[config.mk]
export PLATFORM = sky130hd
export DESIGN_NAME = tff_counter
export DESIGN_NICKNAME = d
export VERILOG_FILES = /design/src/rtl/tff_pkg.sv /design/src/rtl/tff_cell.sv /design/src/rtl/tff_counter.sv
export SDC_FILE = /design/constraint.sdc
export NUM_CORES = 1
export LEC_CHECK = 0
export ABC_AREA = 1
export BUFFER_PORTS_ARGS = -buffer_cell sky130_fd_sc_hd__buf_2
export CORE_MARGIN = 10
export CORE_UTILIZATION = 31
export CTS_CLUSTER_DIAMETER = 50
export DETAILED_ROUTE_END_ITERATION = 12
export HOLD_SLACK_MARGIN = 0.15
export PLACE_DENSITY_LB_ADDON = 0.05
export SYNTH_ARGS = -nofsm -noshare
export SYNTH_HDL_FRONTEND = slang
export SYNTH_SLANG_ARGS = --single-unit
[constraint.sdc]
create_clock -name CLK -period 2.8 [get_ports CLK]
set_clock_uncertainty 0.15 [all_clocks]
set_input_delay 0.42 -clock CLK [delete_from_list [all_inputs] [get_ports CLK]]
set_output_delay 0.42 -clock CLK [all_outputs]
set_load 0.01 [all_outputs]
[src/rtl/tff_pkg.sv]
// Shared definitions for the T-flip-flop counter: operating-mode encodings
// and the 2-bit mode type used by the counter and its environment.
package tff_pkg;

    // Operating modes presented on the MODE input.
    typedef enum logic [1:0] {
        MODE_HOLD   = 2'b00,
        MODE_UP     = 2'b01,
        MODE_DOWN   = 2'b10,
        MODE_TOGGLE = 2'b11
    } mode_e;

    // Widest counter the design is meant to be built at.
    localparam int unsigned TFF_MAX_WIDTH = 32;

    // Convert a raw 2-bit MODE bus into the enumerated mode.
    function automatic mode_e to_mode(input logic [1:0] raw);
        return mode_e'(raw);
    endfunction

endpackage : tff_pkg

[src/rtl/tff_cell.sv]
// One-bit T flip-flop with synchronous active-high reset, parallel load and
// a toggle input. Q and QN are both registered so QN never lags Q.
module tff_cell #(
    parameter logic RST_BIT = 1'b0
) (
    input  logic clk_i,
    input  logic rst_i,
    input  logic load_i,
    input  logic load_d_i,
    input  logic t_i,
    output logic q_o,
    output logic qn_o
);

    logic q_q;
    logic q_d;
    logic qn_q;

    // Next-state selection: reset beats load, load beats toggle.
    always_comb begin
        q_d = q_q;
        if (rst_i) begin
            q_d = RST_BIT;
        end else if (load_i) begin
            q_d = load_d_i;
        end else if (t_i) begin
            q_d = ~q_q;
        end
    end

    // State register; the complement is registered from the same next value.
    always_ff @(posedge clk_i) begin
        q_q  <= q_d;
        qn_q <= ~q_d;
    end

    assign q_o  = q_q;
    assign qn_o = qn_q;

endmodule : tff_cell

[src/rtl/tff_counter.sv]
// Up/down/toggle counter built from WIDTH T-flip-flop cells. The counter
// derives a per-bit toggle enable from a carry (UP) or borrow (DOWN) chain,
// or passes the T mask straight through in TOGGLE mode. Saturation for
// WRAP=0 is applied by suppressing all toggles at the limit.
module tff_counter
    import tff_pkg::*;
#(
    parameter int unsigned       WIDTH   = 4,
    parameter logic [WIDTH-1:0]  RST_VAL = '0,
    parameter bit                WRAP    = 1'b1
) (
    input  logic             CLK,
    input  logic             RST,
    input  logic             EN,
    input  logic [1:0]       MODE,
    input  logic [WIDTH-1:0] T,
    input  logic             LOAD,
    input  logic [WIDTH-1:0] D,
    output logic [WIDTH-1:0] Q,
    output logic [WIDTH-1:0] QN,
    output logic             TC
);

    mode_e            mode;
    logic [WIDTH-1:0] q_w;
    logic [WIDTH-1:0] qn_w;
    logic [WIDTH:0]   carry_up;
    logic [WIDTH:0]   borrow_dn;
    logic             all_ones;
    logic             all_zero;
    logic             at_limit;
    logic [WIDTH-1:0] toggle_d;

    assign mode = to_mode(MODE);

    // Ripple chains: bit i toggles when every lower bit is 1 (UP) or 0 (DOWN).
    // The final stage of each chain doubles as the all-ones / all-zero detect.
    always_comb begin
        carry_up     = '0;
        borrow_dn    = '0;
        carry_up[0]  = 1'b1;
        borrow_dn[0] = 1'b1;
        for (int i = 0; i < int'(WIDTH); i++) begin
            carry_up[i+1]  = carry_up[i]  &  q_w[i];
            borrow_dn[i+1] = borrow_dn[i] & ~q_w[i];
        end
    end

    assign all_ones = carry_up[WIDTH];
    assign all_zero = borrow_dn[WIDTH];

    // Counter sits at the limit for the selected direction.
    assign at_limit = ((mode == MODE_UP)   && all_ones) ||
                      ((mode == MODE_DOWN) && all_zero);

    // Per-bit toggle enables; held at zero when disabled or saturated.
    always_comb begin
        toggle_d = '0;
        if (EN) begin
            unique case (mode)
                MODE_UP:     toggle_d = carry_up[WIDTH-1:0];
                MODE_DOWN:   toggle_d = borrow_dn[WIDTH-1:0];
                MODE_TOGGLE: toggle_d = T;
                default:     toggle_d = '0;
            endcase
            if (!WRAP && at_limit) begin
                toggle_d = '0;
            end
        end
    end

    // One T flip-flop per bit; reset value comes from the matching RST_VAL bit.
    for (genvar g = 0; g < int'(WIDTH); g++) begin : g_cell
        tff_cell #(
            .RST_BIT (RST_VAL[g])
        ) u_cell (
            .clk_i    (CLK),
            .rst_i    (RST),
            .load_i   (LOAD),
            .load_d_i (D[g]),
            .t_i      (toggle_d[g]),
            .q_o      (q_w[g]),
            .qn_o     (qn_w[g])
        );
    end

    assign Q  = q_w;
    assign QN = qn_w;

    // Terminal count looks at registered Q and the live MODE/EN, so it is
    // visible the cycle before a wrap and stays up while saturated.
    assign TC = EN && at_limit;

endmodule : tff_counter

==> flow_metrics.py <==
metrics = {
    "finish": {
        "final_cell_mix": "buf_2, nand2_1, nor2_1",
        "layout.area.seq_um2": 160,
        "layout.cells.non_filler": 109,
        "postLayoutCellArea_um2": 594,
        "nets": 109,
        "mostFrequentLayoutCell": "buf_2",
        "post_route_cells_drive_above_1_share_pct": 33.3,
        "flow.area_growth_from_synthesis_pct": 17.3,
        "number_of_fill_cells": 187,
        "area_taken_by_multi_input_logic_gates_um2": 240,
        "antenna_cells_inserted": 0,
    },
    "place": {
        "place_hpwl_um": 1000,
        "dpl-instance-area_um2": 572,
        "final_wtd_congestion": 0.710,
        "placement.io_buffers": 22,
        "place.detailed.instances": 106,
    },
    "yosys": {
        "synth-adder-area-share_pct": 0,
        "synth-warning-count": 0,
        "mappedNetlistArea_um2": 507,
        "synth_top_cell_area_share_pct": 31.6,
        "synth_seq_area_share_pct": 31.6,
        "combinational_family_with_the_most_area_after_synthesis": "simple AND/OR/NAND/NOR gates",
        "synth.distinct_cells": 16,
        "synth-compound-area-share_pct": 11.9,
        "biggest_area_contributors_in_the_synthesized_netlist": "dfxtp_1, buf_4, nand2_1",
        "synthesis.area_per_instance_um2": 6.58,
        "netlist_instances": 77,
        "post_synth_xor_xnor_area_pct": 0,
        "synth_largest_area_cell": "dfxtp_1",
        "postSynthNetCount": 91,
        "ys_ff_latch": 8,
        "synth-simple-area-share_pct": 35.6,
        "muxShareOfSynthArea_pct": 0,
    },
    "floorplanning": {
        "die-width_um": 60.4,
        "std_cell_rows": 14,
        "fp.dieArea_um2": 3650,
        "die-height_um": 60.4,
        "start_util_pct": 33.3,
        "core_area_um2": 1520,
        "io_pins": 23,
    },
    "drt": {
        "post_drt_wl_per_cell_um": 10.5,
        "detail_route.iter0.violations": 5,
        "total_via_count_in_the_routed_design": 482,
        "vias_per_cell": 4.42,
        "detail-route-antenna-nets": 0,
        "drc": 0,
        "drt_pre_antenna_iters": 3,
        "drt-total-wl_um": 1150,
    },
    "critical_path": {
        "timing.critical_path.from_type": "flop",
        "required_ns": 2.23,
        "critical-path-top-cell-by-count": "nand2_1",
        "cells_traversed_along_the_worst_timing_path": "nor2_1 > nand3_1 > nand2_1 > nand2_1 > a21oi_1 > buf_2",
        "worst-path-max-fanout": 8,
        "slowest_delay_ns": 0.37,
        "crit_path_slowest_cell": "dfxtp_1",
        "crit_type": "flop to output pin",
        "timing.critical_path.to_type": "output pin",
        "arrival_ns": 1.25,
    },
    "clocking": {
        "cts_buffers": 3,
        "cts.sinks": 8,
        "cts_clock_pin_slew_for_the_worst_setup_and_hold_paths_ns": 0.05,
        "postCtsSetupBuffers": 0,
        "worst_skew_pair.late_latency_ns": 0.25,
        "post_cts.resized_instances": 0,
        "cts_hold_buf": 0,
        "htree_num_levels": 1,
        "clockBufferDepth": 2,
        "clock_tree.root_cell": "clkbuf_4",
        "tritoncts_clock_tree": "yes",
    },
    "global_route": {
        "grt_pass1_wl_um": 1860,
        "pin_count_of_the_biggest_net_entering_global_routing": 9,
        "grt_use_total_pct": 6.42,
        "grt_antenna_before_repair": 0,
        "first_global_vias": 460,
        "grt_total_ovfl": 0,
    },
    "status": {
        "result_of_the_run": "finished clean",
    },
    "job": {
        "max_cap_viol_count": 0,
    },
    "worst_hold_path": {
        "hold_path_class": "input pin to flop",
    },
    "timing": {
        "maxSlewViolCount": 0,
        "setup_viol": 0,
        "grt_setup_unrepaired": "false",
        "hold_viol_final": 0,
        "setup-tns-final_ns": 0,
        "worst_hold_slack_ns": 0.259,
        "worst_slew_margin_rel_pct": 83.3,
        "max_slew.worst_pin.slew_ns": 0.248,
        "max_freq_ghz": 0.551,
        "finalWorstPathRequiredPeriod_ns": 1.82,
        "finalCritPeriodShare_pct": 64.9,
    },
    "power_and_ir_drop": {
        "leakage_nw": 0.324,
        "irDropWorstVdd_v": 0.000373,
        "powerDensity_nw_per_um2": 469,
    },
}
[per-layer routing]
metal,part of all wire [%],vias up,track usage (%)
met5,0,-,0
met3,8.8,0,4.59
met1,43,204,6.69
li1,-,267,-
met2,48,11,10.6
met4,0,0,0.940
[path summary, 6_finish.rpt]
path	end	slack [ns]	from	cells past startpoint
worst max-delay path	TC	0.98	g_cell[0].u_cell.q_o$_DFF_P_	6
worst max register to register	g_cell[3].u_cell.q_o$_DFF_P_	1.53	g_cell[0].u_cell.q_o$_DFF_P_	7
worst min register to register	g_cell[2].u_cell.qn_o$_DFF_P_	0.45	g_cell[2].u_cell.q_o$_DFF_P_	3
worst min-delay path	g_cell[2].u_cell.qn_o$_DFF_P_	0.26	LOAD	2
[critical path: cells and delay by family (launching register included)]
family | cells | cell delay (ns)
buffers and inverters | 1 | 0.14
AOI/OAI and AO/OA | 1 | 0.10
and+or+nand+nor | 4 | 0.39
DFF | 1 | 0.37
[power by group]
part | total, W | internal [W] | switching, W | leakage, nW
combinational | 0.0000637 | 0.0000274 | 0.0000363 | 0.244
sequential | 0.000130 | 0.000123 | 0.00000640 | 0.0668
clock | 0.0000855 | 0.0000489 | 0.0000366 | 0.0138
total | 0.000279 | 0.000200 | 0.0000794 | 0.324
[per-stage QoR]
step	util (%)	power, W	worst slack [ns]
after floorplan	-	0.000183	1.25
after global placement	37.5	0.000197	1.05
after detailed placement	37.5	0.000197	1.03
after CTS	39.0	0.000286	0.966
after global routing	39.0	0.000303	0.800
final	39.0	0.000279	0.984
[synthesized netlist by cell type, drive strengths merged]
cell and count:
nand4 2, nor2 11, clkbuf 1, o21bai 2
nand2 15, inv 11, dfxtp 8, nand3 8
a21oi 3, buf 8, or2 2, o21ai 6
[final cells by class]
type	instances	share of cell area, %
multi-input cells	49	40.4
repair buffers	22	18.5
inverters	11	6.95
well taps	16	3.37
clock buffers	3	3.79
flip-flops and latches	8	26.9
[cell families after synthesis]
logic type	after synthesis
flops	8
buf+inv	20
simple gates	38
compound gates	11
[sequential cells by signal (all words and copies together), names as in the netlist]
signal and count:
g_cell.u_cell.q_o 4, g_cell.u_cell.qn_o 4
No activity file was read; power rests on OpenSTA's default activity.
